### src/rtl/fir_stim_gen.sv
// fir_stim_gen: valid/ready stimulus source (impulse/step/ramp/square + zero flush); FIR_STIM_PRBS_EN makes mode 11 a PRBS sign
module fir_stim_gen #(
  parameter int DATA_W    = 32,
  parameter int LEN_W     = 8,
  parameter int STEP      = 2,
  parameter int FLUSH_LEN = 11
) (
  input  logic              clk,
  input  logic              reset,
  input  logic              start,
  input  logic [1:0]        mode,
  input  logic [DATA_W-1:0] amp,
  input  logic [LEN_W-1:0]  count,
  output logic [DATA_W-1:0] x_out,
  output logic              x_valid,
  input  logic              x_ready,
  output logic              busy,
  output logic              done
);
  localparam int FW = $clog2(FLUSH_LEN + 2);
  localparam int RW = DATA_W + LEN_W;
  localparam logic [RW-1:0] MAXV = (RW'(1) << (DATA_W - 1)) - RW'(1);
  typedef enum logic [1:0] {IDLE, RUN, FLUSH, DONE} state_t;
  state_t state, state_nxt;
  logic [1:0] mode_r;
  logic [DATA_W-2:0] mag, smag;
  logic [LEN_W-1:0] len, n;
  logic [FW-1:0] fcnt;
  logic [RW-1:0] ramp;
  logic active, xfer, accept, last_run, last_flush, neg, unused_amp_msb;
  assign unused_amp_msb = amp[DATA_W-1];
  assign active = state == RUN || state == FLUSH;
  assign x_valid = active;
  assign busy = active;
  assign done = state == DONE;
  assign xfer = active && x_ready;
  assign accept = state == IDLE && start;
  assign last_run = n == len - 1'b1;
  assign last_flush = fcnt == FW'(FLUSH_LEN - 1);
  assign ramp = RW'(mag) + RW'(n) * RW'(STEP);
  // state register
  always_ff @(posedge clk)
    if (!reset) state <= IDLE;
    else state <= state_nxt;
  // next state: RUN and FLUSH only advance on a transfer, DONE lasts one cycle
  always_comb begin
    state_nxt = state;
    case (state)
      IDLE:
        if (start) begin
          if (count != '0) state_nxt = RUN;
          else if (FLUSH_LEN != 0) state_nxt = FLUSH;
          else state_nxt = DONE;
        end
      RUN:
        if (xfer && last_run) begin
          if (FLUSH_LEN != 0) state_nxt = FLUSH;
          else state_nxt = DONE;
        end
      FLUSH:
        if (xfer && last_flush) state_nxt = DONE;
      default: state_nxt = IDLE;
    endcase
  end
  // capture the command on start; sample and flush indices step per transfer
  always_ff @(posedge clk)
    if (!reset) begin
      mode_r <= '0;
      mag <= '0;
      len <= '0;
      n <= '0;
      fcnt <= '0;
    end else if (accept) begin
      mode_r <= mode;
      mag <= amp[DATA_W-2:0];
      len <= count;
      n <= '0;
      fcnt <= '0;
    end else if (xfer) begin
      if (state == RUN) n <= n + 1'b1;
      else fcnt <= fcnt + 1'b1;
    end
`ifdef FIR_STIM_PRBS_EN
  logic [15:0] lfsr;
  // right-shifting Fibonacci LFSR (taps 16,14,13,11), bit 0 gives the sign of the current sample
  always_ff @(posedge clk)
    if (!reset) lfsr <= '0;
    else if (accept) lfsr <= 16'hACE1;
    else if (xfer && state == RUN) lfsr <= {lfsr[0] ^ lfsr[2] ^ lfsr[3] ^ lfsr[5], lfsr[15:1]};
`endif
  // magnitude and sign for the current index; ramp clamps so negation never hits the most-negative value
  always_comb begin
    smag = mag;
    neg = 1'b0;
    if (mode_r == 2'b00) smag = n == '0 ? mag : '0;
    else if (mode_r == 2'b10) begin
      smag = ramp > MAXV ? MAXV[DATA_W-2:0] : ramp[DATA_W-2:0];
      neg = n[0];
    end else if (mode_r == 2'b11) begin
`ifdef FIR_STIM_PRBS_EN
      neg = lfsr[0];
`else
      neg = n[0];
`endif
    end
  end
  assign x_out = state == RUN ? (neg ? -{1'b0, smag} : {1'b0, smag}) : '0;
endmodule

### config.mk
export PLATFORM = sky130hd
export DESIGN_NAME = fir_stim_gen
export DESIGN_NICKNAME = d
export VERILOG_FILES = /design/src/rtl/fir_stim_gen.sv
export SDC_FILE = /design/constraint.sdc
export NUM_CORES = 1
export LEC_CHECK = 0
export CAP_MARGIN = 20
export CORE_MARGIN = 2
export CORE_UTILIZATION = 55
export DETAILED_ROUTE_END_ITERATION = 16
export GPL_ROUTABILITY_DRIVEN = 0
export GPL_TIMING_DRIVEN = 0
export PLACE_DENSITY = 0.81
export SLEW_MARGIN = 5
export SYNTH_ARGS = -nofsm -noshare
export SYNTH_HDL_FRONTEND = slang
export SYNTH_SLANG_ARGS = --single-unit
### constraint.sdc
create_clock -name clk -period 5.3 [get_ports clk]
set_input_delay 0.795 -clock clk [delete_from_list [all_inputs] [get_ports clk]]
set_output_delay 0.795 -clock clk [all_outputs]
set_load 0.03 [all_outputs]
==> results by group, run 1 <==
Status
  • Outcome: completed

Pwr
  • Logic pwr share: 58.2%
  • Total Power: 2.026 mW
  • Pwr dens: 327.0 nW/um2
  • Switch Pwr: 946.7 uW
  • Sequential power share: 28.1%
  • Switching share of total power: 46.74%
  • Internal power: 1.079 mW
  • Leak: 2.576 nW
  • Clk network pwr share: 13.7%
  • Max VDD drop: 0.0003765 V

Synth
  • Yosys warns: 0
  • Main synth FF type: dfxtp_1
  • Mapped Cells: 719
  • Register area share after synthesis: 21.41%
  • Post-synth EDFFs: 0
  • Mapped Nets: 785
  • Ys async rst share: 0%
  • Avg Synthesized Cell Area: 7.154 um2
  • FF+latch count, synth: 55
  • Synth Cell Area: 5144 um2
  • Netlist cell types: 85

Timing
  • Setup Viol. Count Final: 0
  • Final min period: 5.115 ns
  • Worst hold margin: 0.4737 ns
  • Slew HR: 52.28%
  • F_max: 195.5 MHz
  • Worst slew pin tran: 0.7103 ns
  • Tcrit/Tclk final: 96.52%
  • Setup ws final: 0.1847 ns
  • Final setup skew: 0.007245 ns
  • Final Hold Fails: 0
  • Final Slew Violations: 0

Routing
  • Vias per inst: 6.269
  • Final WL: 15,520 um
  • Avg WL per Cell: 16.83 um
  • Pre-antenna DRT Iters: 6
  • DRT iter0 DRCs: 552
  • Drt drc: 0
  • Routed Antenna Nets: 0
  • Vias after detailed routing: 5,780

Floorplan
  • Core Area: 9153 um2
  • Die Width: 100.7 um
  • Die H: 100.7 um
  • Starting Density: 56.20%
  • I/O pin count: 81
  • Row Count: 35
  • Die ar.: 10,140 um2

Worst setup path
  • R2R Setup Slk: 2.76 ns
  • Worst r2r dst: state[0]$_SDFFE_PN0P_
  • Crit-path cells: ha_1 -> inv_1 -> fa_1 -> nand2b_2 -> a211oi_4 -> o21ai_1 -> or4_4 -> nand4b_2 -> nor4b_4 -> a211oi_1 -> a31oi_1 -> o21ai_0 -> and2_1 -> clkdlybuf4s50_1
  • CP endpoint kind: output port
  • CP max stage delay: 0.66 ns
  • Worst path required time: 4.51 ns
  • CP Launch Type: register
  • CP Class: reg2out
  • Data arrival, critical path: 4.32 ns
  • Worst r2r src: len[2]$_SDFFE_PN0P_
  • Highest-delay cell along the critical path: clkdlybuf4s50_1
  • R2R cell count: 10
  • CP Max Fanout: 8

Global route
  • First-pass GRT wire length: 25,230 um
  • Largest net degree at the start of global routing: 16
  • Vias in the first global route: 5,428
  • Gr usage total: 30.40%
  • Initial antenna violation count: 0
  • GRT overflow: 0

CTS
  • Bufs on Longest Clock Path: 2
  • H-tree depth: 2
  • Worst skew pair latency: 0.31 ns
  • Clk pin slew, worst setup/hold paths: 0.10 ns
  • CTS tree: built
  • Clk root buf: clkbuf_8
  • Clk sinks: 55
  • CTS Buf Count: 5

Min path
  • Hold Startpoint: len[6]$_SDFFE_PN0P_
  • Min-Delay Path Depth: 2
  • Hold path endpoint: len[6]$_SDFFE_PN0P_
  • HP Class: reg2reg

Cells and area
  • Area delta synth->final: 20.41%
  • Total inserted antenna cells: 0
  • Finished Core Util: 67.67%
  • Final net count: 877
  • Fin cells: 922
  • Ratio of cells with drive above 1 in the final layout: 9.741%

Place
  • Placed insts: 909
  • IO Port Bufs: 79
  • Post-DP HPWL: 11,920 um
  • Dpl ws: -0.3003 ns

Run
  • Maxcap violations: 0
## cell families after synthesis
group / count (synthesis) / synth area share, %
buf+inv: 68 / 6.568
simple gates: 340 / 34.78
fa+ha+maj: 20 / 5.011
xor+xnor: 36 / 6.130
flops: 55 / 21.41
compound gates: 195 / 25.10
mux: 5 / 0.9973
## critical path: cells and delay by family (launching register included)
| kind | cells | cell delay [ns] |
|---|---|---|
| and+or+nand+nor | 5 | 1.24 |
| DFF | 1 | 0.42 |
| adders and majority gates | 2 | 0.58 |
| buffers and inverters | 2 | 0.71 |
| AOI/OAI and AO/OA | 5 | 1.06 |
## area by class of cell
type / count / area [um2]
multi-input combinational: 596 / 3716
fill: 809 / 2959
sequential: 55 / 1105
timing repair buffer: 85 / 792.0
buffer: 48 / 264.0
tap: 111 / 138.9
inverter: 20 / 75.07
clock buffer: 6 / 72.57
clock inverter: 1 / 30.03
## cell usage in the layout (no fill, tap or decap), types with 6 or more instances in the layout
master	instances
buf_4	11
and3_1	12
o21ai_0	27
or3_1	6
or4_1	6
nand2_1	139
nor3_1	15
clkdlybuf4s50_1	56
clkbuf_2	12
nor2_1	52
a21o_1	8
and2_1	20
xor2_1	19
ha_1	19
o21a_1	6
o211ai_1	6
clkbuf_8	8
xnor2_1	17
nand4_1	18
dfxtp_1	54
clkbuf_1	27
a21oi_1	74
nand3_1	18
inv_1	19
a211oi_1	9
dlymetal6s2s_1	7
nor4_1	12
buf_2	9
a31oi_1	19
## Yosys cell counts (all sizes together), types with 6 or more instances
master / n / share of area (%)
inv: 19 / 1.4
or4: 8 / 1.3
or3: 8 / 1.1
xor2: 19 / 3.2
ha: 19 / 4.6
and3: 12 / 1.5
clkbuf: 31 / 2.9
nor2: 52 / 3.8
nor3: 19 / 2.4
o21ai: 30 / 3.0
a31oi: 19 / 2.3
nand2: 142 / 11
nand3: 18 / 1.8
nor4: 15 / 2.5
buf: 17 / 2.2
nand4: 21 / 3.1
o21a: 6 / 0.88
and2: 20 / 2.4
a211oi: 10 / 1.7
xnor2: 17 / 2.9
o211ai: 6 / 0.88
a21oi: 77 / 7.9
a21o: 9 / 1.3
dfxtp: 55 / 21
## worst max-delay path by stage
| stage | start | end | slack (ns) | cells past startpoint |
|---|---|---|---|---|
| 4_1_cts | n[0]$_SDFFE_PP0P_ | x_out[14] | -0.02 | 14 |
| 6_report | n[0]$_SDFFE_PP0P_ | x_out[11] | 0.18 | 14 |
| 5_1_grt | n[0]$_SDFFE_PP0P_ | x_out[15] | -0.001 | 15 |
| 2_1_floorplan | n[0]$_SDFFE_PP0P_ | x_out[22] | 0.74 | 13 |
| 3_5_place_dp | n[0]$_SDFFE_PP0P_ | x_out[14] | -0.30 | 16 |
| 3_3_place_gp | n[0]$_SDFFE_PP0P_ | x_out[14] | -0.25 | 16 |
## per-stage QoR
step	area, um2	setup TNS [ns]
after CTS	6193	-0.01983
final	6193	0
after detailed placement	6073	-1.476
after global routing	6193	-0.001178
after global placement	6073	-0.9108
after floorplan	5144	0
## repair_timing
item / in CTS / in global routing
hold buffers: 0 / 0
setup endpoints to repair: 27 / 22
pin swaps: 2 / 2
buffers inserted: 4 / 2
endpoints found under the hold margin: 0 / 0
resized for setup: 19 / 35
## registers in the layout, indices dropped and copies added, names as in the netlist
register  flops
mode_r        2
n             8
len           8
fcnt          4
mag          31
state         2
## power by group through the flow
stage          combinational [mW]  sequential (mW)  clock (mW)
4_1_cts                      1.16            0.565       0.279
5_1_grt                      1.29            0.578       0.296
3_3_place_gp                 1.11            0.570           0
6_report                     1.18            0.569       0.278
2_1_floorplan               0.843            0.545           0
3_5_place_dp                 1.14            0.575           0
## layer usage
metal  track usage, %  up-vias  part of all wire [%]
li1                 -     2776                     -
met1            38.80     2635                    42
met2            51.79      327                    46
met3            4.854       42                   9.6
met4            10.75        0                   2.3
met5                0        -                     0
(Power assumes the default switching activity.)
==> run 2: changes to the inputs <==
- SKIP_CTS_REPAIR_TIMING: not set -> 1
==> results by group, run 2 (synthesis gave the netlist of run 1 again) <==
Routing
  • Vias per inst: 6.206
  • Avg WL per Cell: 16.79 um
  • Final WL: 15,480 um
  • DRT iter0 DRCs: 631
  • Vias after detailed routing: 5,722
  • Routed Antenna Nets: 0
  • Pre-antenna DRT Iters: 5
  • Drt drc: 0

Place
  • IO Port Bufs: 79
  • Area of placed instances: 6073 um2
  • Post-DP HPWL: 11,920 um

Floorplan
  • Row Count: 35
  • Starting Density: 56.20%
  • I/O pin count: 81
  • Die Width: 100.7 um
  • Die H: 100.7 um
  • Core Area: 9153 um2
  • Die ar.: 10,140 um2

Timing
  • Final Slew Violations: 0
  • Worst hold margin: 0.4784 ns
  • Final Hold Fails: 0
  • Final min period: 5.109 ns
  • F_max: 195.7 MHz
  • Tcrit/Tclk final: 96.40%
  • Slew HR: 51.77%
  • Setup Viol. Count Final: 0
  • Final setup skew: 0.006762 ns
  • Worst slew pin tran: 0.7180 ns

Global route
  • Initial antenna violation count: 0
  • GRT overflow: 0
  • Vias in the first global route: 5,388
  • Gr usage total: 30.16%
  • First-pass GRT wire length: 25,050 um
  • Largest net degree at the start of global routing: 16

CTS
  • Clk sinks: 55
  • H-tree depth: 2
  • CTS tree: built
  • Clk root buf: clkbuf_8
  • CTS Buf Count: 5
  • Clk pin slew, worst setup/hold paths: 0.09 ns
  • Bufs on Longest Clock Path: 2
  • Worst skew pair latency: 0.31 ns

Cells and area
  • Finished Cell Area: 6252 um2
  • Total inserted antenna cells: 0
  • Most flop-heavy register: mag
  • Biggest regs: mag (31), len (8), n (8)
  • Commonest cells after routing, fill and taps aside: 139 x nand2_1, 74 x a21oi_1, 56 x clkdlybuf4s50_1
  • Area delta synth->final: 21.55%
  • Number of flip-flops in the largest register: 31
  • Final net count: 877
  • Seq. cell area: 1105 um2
  • Fill count: 801
  • Multi-input logic area: 3716 um2
  • Ratio of cells with drive above 1 in the final layout: 9.125%
  • Finished Core Util: 68.31%
  • Most common cell after layout, fill and taps aside: nand2_1

Worst setup path
  • CP Launch Type: register
  • CP Max Fanout: 8
  • Worst path required time: 4.51 ns
  • CP bufs+invs: 2
  • CP max stage delay: 0.66 ns
  • Delay-heaviest family, CP: simple AND/OR/NAND/NOR gates
  • CP Class: reg2out
  • Data arrival, critical path: 4.31 ns
  • Highest-delay cell along the critical path: clkdlybuf4s50_1
  • Crit-path cells: ha_1 -> inv_1 -> fa_1 -> nand2b_2 -> a211oi_4 -> o21ai_1 -> or4_4 -> nand4b_2 -> nor4b_4 -> a211oi_1 -> a31oi_1 -> o21ai_0 -> and2_1 -> clkdlybuf4s50_1
  • CP endpoint kind: output port

Pwr
  • Leak: 2.730 nW
  • Max VDD drop: 0.0003763 V
  • Pwr dens: 322.1 nW/um2

Status
  • Outcome: completed

Min path
  • HP Class: reg2reg

Run
  • Maxcap violations: 0
run 2: final timing paths:
| kind | endpoint | depth (start not counted) | startpoint | slack [ns] |
|---|---|---|---|---|
| max | x_out[11] | 14 | n[0]$_SDFFE_PP0P_ | 0.19 |
| min | len[6]$_SDFFE_PN0P_ | 2 | len[6]$_SDFFE_PN0P_ | 0.48 |
| min reg2reg | len[6]$_SDFFE_PN0P_ | 2 | len[6]$_SDFFE_PN0P_ | 0.48 |
| max reg2reg | state[0]$_SDFFE_PN0P_ | 10 | len[2]$_SDFFE_PN0P_ | 2.75 |
run 2: cell type report:
type | count | share of cell area [%]
plain buffers | 48 | 4.223
clock buffers | 6 | 1.161
clock inverters | 1 | 0.4803
inverters | 20 | 1.201
multi-input cells | 596 | 59.44
flip-flops and latches | 55 | 17.67
well taps | 111 | 2.221
repair buffers | 85 | 13.61
run 2: per-stage QoR:
| step | worst slack (ns) | std cells | total power [mW] | TNS (ns) |
|---|---|---|---|---|
| after CTS | -0.6717 | 916 | 1.991 | -8.776 |
| after global routing | -0.03682 | 922 | 2.149 | -0.03682 |
| after floorplan | 0.7379 | 719 | 1.388 | 0 |
| after global placement | -0.2455 | 909 | 1.676 | -0.9108 |
| after detailed placement | -0.3003 | 909 | 1.715 | -1.476 |
| final | 0.1910 | 922 | 2.014 | 0 |
run 2: worst register-to-register path, cell delays in order (launching register included):
cell	delay (ns)
dfxtp_1	0.31
clkbuf_1	0.18
nor4_1	0.51
nand2_1	0.14
xor2_1	0.16
o21ai_0	0.16
nand2_1	0.08
a2111o_1	0.33
a21oi_1	0.30
a21oi_1	0.11
a211oi_1	0.21
run 2: layer usage:
layer  vias up  share of wire, %  global-route usage, %
met5         -                 0                      0
met4         0               2.1                  9.800
met3        34               9.1                  4.716
met2       303                47                  51.69
met1      2619                42                  38.67
li1       2766                 -                      -
run 2: report_power, final:
part	switching (mW)	internal (mW)	total (mW)
clock network	0.137	0.139	0.276
logic	0.715	0.454	1.17
registers	0.0898	0.480	0.570
total	0.941	1.07	2.01
==> run 3: changes to the inputs <==
- CORE_UTILIZATION: 55 -> 50
- PLACE_DENSITY: 0.81 -> 0.78
- clock period: 5.3 -> 4.43 ns (I/O delays scaled with it)
==> results by group, run 3 (synthesis gave the netlist of run 1 again) <==
Status
  • Outcome: finished with violations
  • Failing checks: negative setup slack

CTS
  • Bufs on Longest Clock Path: 2
  • Worst skew pair latency: 0.32 ns
  • Clk root buf: clkbuf_8
  • CTS Buf Count: 5
  • CTS tree: built
  • Clk sinks: 55
  • Clk pin slew, worst setup/hold paths: 0.10 ns
  • H-tree depth: 2

Pwr
  • Total Power: 2.608 mW
  • Max VDD drop: 0.0003392 V
  • Pwr dens: 389.1 nW/um2
  • Leak: 2.791 nW

Cells and area
  • Most common cell after layout, fill and taps aside: nand2_1
  • Area delta synth->final: 30.28%
  • Multi-input logic area: 3938 um2
  • Seq. cell area: 1111 um2
  • Total inserted antenna cells: 0
  • Finished Core Util: 66.10%
  • Fill count: 864
  • Number of flip-flops in the largest register: 31
  • Ratio of cells with drive above 1 in the final layout: 18.29%
  • Final net count: 907
  • Most flop-heavy register: mag
  • Biggest regs: mag (31), len (8), n (8)
  • Commonest cells after routing, fill and taps aside: 139 x nand2_1, 69 x a21oi_1, 50 x nor2_1

Timing
  • Slew HR: 50.66%
  • Final Hold Fails: 0
  • Final Slew Violations: 0
  • Tcrit/Tclk final: 105.8%
  • Setup ws final: -0.2570 ns
  • Setup Viol. Count Final: 18
  • RSZ-0062 raised after global routing: yes
  • Final min period: 4.687 ns
  • F_max: 213.4 MHz
  • Final setup skew: 0.01024 ns
  • Worst slew pin tran: 0.7333 ns

Routing
  • Routed Antenna Nets: 0
  • DRT iter0 DRCs: 630
  • Final WL: 16,390 um
  • Avg WL per Cell: 16.76 um
  • Drt drc: 0
  • Vias after detailed routing: 5,984
  • Vias per inst: 6.119
  • Pre-antenna DRT Iters: 5

Worst setup path
  • CP Class: reg2out
  • Crit-path cells: ha_4 -> inv_2 -> fa_2 -> nand2b_4 -> a211oi_4 -> o21a_1 -> buf_6 -> a31oi_4 -> o41a_1 -> nand3b_1 -> nor4_4 -> nand2_1 -> or3_1 -> o311ai_1 -> buf_4
  • CP max stage delay: 0.49 ns
  • Highest-delay cell along the critical path: o41a_1
  • R2R Setup Slk: 1.85 ns
  • Data arrival, critical path: 4.02 ns
  • Worst path required time: 3.77 ns
  • CP bufs+invs: 3
  • CP Launch Type: register
  • Delay-heaviest family, CP: simple AND/OR/NAND/NOR gates
  • CP Max Fanout: 7
  • CP endpoint kind: output port

Global route
  • First-pass GRT wire length: 24,670 um
  • Largest net degree at the start of global routing: 18
  • Vias in the first global route: 5,251
  • Initial antenna violation count: 0
  • Gr usage total: 26.86%
  • GRT overflow: 0

Floorplan
  • Die ar.: 11,110 um2
  • Die H: 105.4 um
  • Row Count: 37
  • Core Area: 10,140 um2
  • Starting Density: 50.73%
  • Die Width: 105.4 um
  • I/O pin count: 81

Place
  • Post-DP HPWL: 11,790 um
  • IO Port Bufs: 79

Run
  • Maxcap violations: 0

Min path
  • HP Class: reg2reg
## run 3: worst register-to-register path, delay by kind of cell, from the launching register on
kind | cells | cell delay (ns)
AOI/OAI and AO/OA | 6 | 1.27
buffers and inverters | 2 | 0.26
DFF | 1 | 0.46
and+or+nand+nor | 2 | 0.31
adders and majority gates | 1 | 0.19
## run 3: metrics by stage
step	area (um2)	cells	hold slack [ns]	setup TNS (ns)	setup slack [ns]
2_1_floorplan	5144	719	0.4451	0	0.005399
3_5_place_dp	6105	934	0.4657	-19.63	-1.055
4_1_cts	6217	942	0.4802	-31.87	-1.434
6_report	6701	978	0.4772	-1.757	-0.2570
3_3_place_gp	6105	934	0.4577	-18.33	-0.9797
5_1_grt	6701	978	0.5136	-4.115	-0.3271
## run 3: area by class of cell
| cell class | count | area share (%) |
|---|---|---|
| Clock inverter | 3 | 0.6535 |
| Timing Repair Buffer | 114 | 15.03 |
| Clock buffer | 5 | 1.027 |
| Multi-Input combinational cell | 597 | 58.76 |
| Inverter | 20 | 1.120 |
| Buffer | 48 | 4.294 |
| Tap cell | 136 | 2.539 |
| Sequential cell | 55 | 16.58 |
## run 3: path summary, 6_finish.rpt
kind / start / to / cells past startpoint
max reg2reg: len[0]$_SDFFE_PN0P_ / state[0]$_SDFFE_PN0P_ / 11
min: len[6]$_SDFFE_PN0P_ / len[6]$_SDFFE_PN0P_ / 2
min reg2reg: len[6]$_SDFFE_PN0P_ / len[6]$_SDFFE_PN0P_ / 2
max: n[0]$_SDFFE_PP0P_ / x_out[29] / 15
## run 3: per-layer routing
layer	global-route usage [%]	vias to the layer above	wire length [um]
met3	3.958	59	1594
li1	-	2840	-
met4	10.48	0	659
met5	0	-	0
met2	45.07	349	7479
met1	34.63	2736	6657
## run 3: power by group
group,switching [mW],internal (mW),leakage (nW)
logic,0.929,0.654,2.28
clock network,0.172,0.169,0.0581
registers,0.110,0.574,0.453
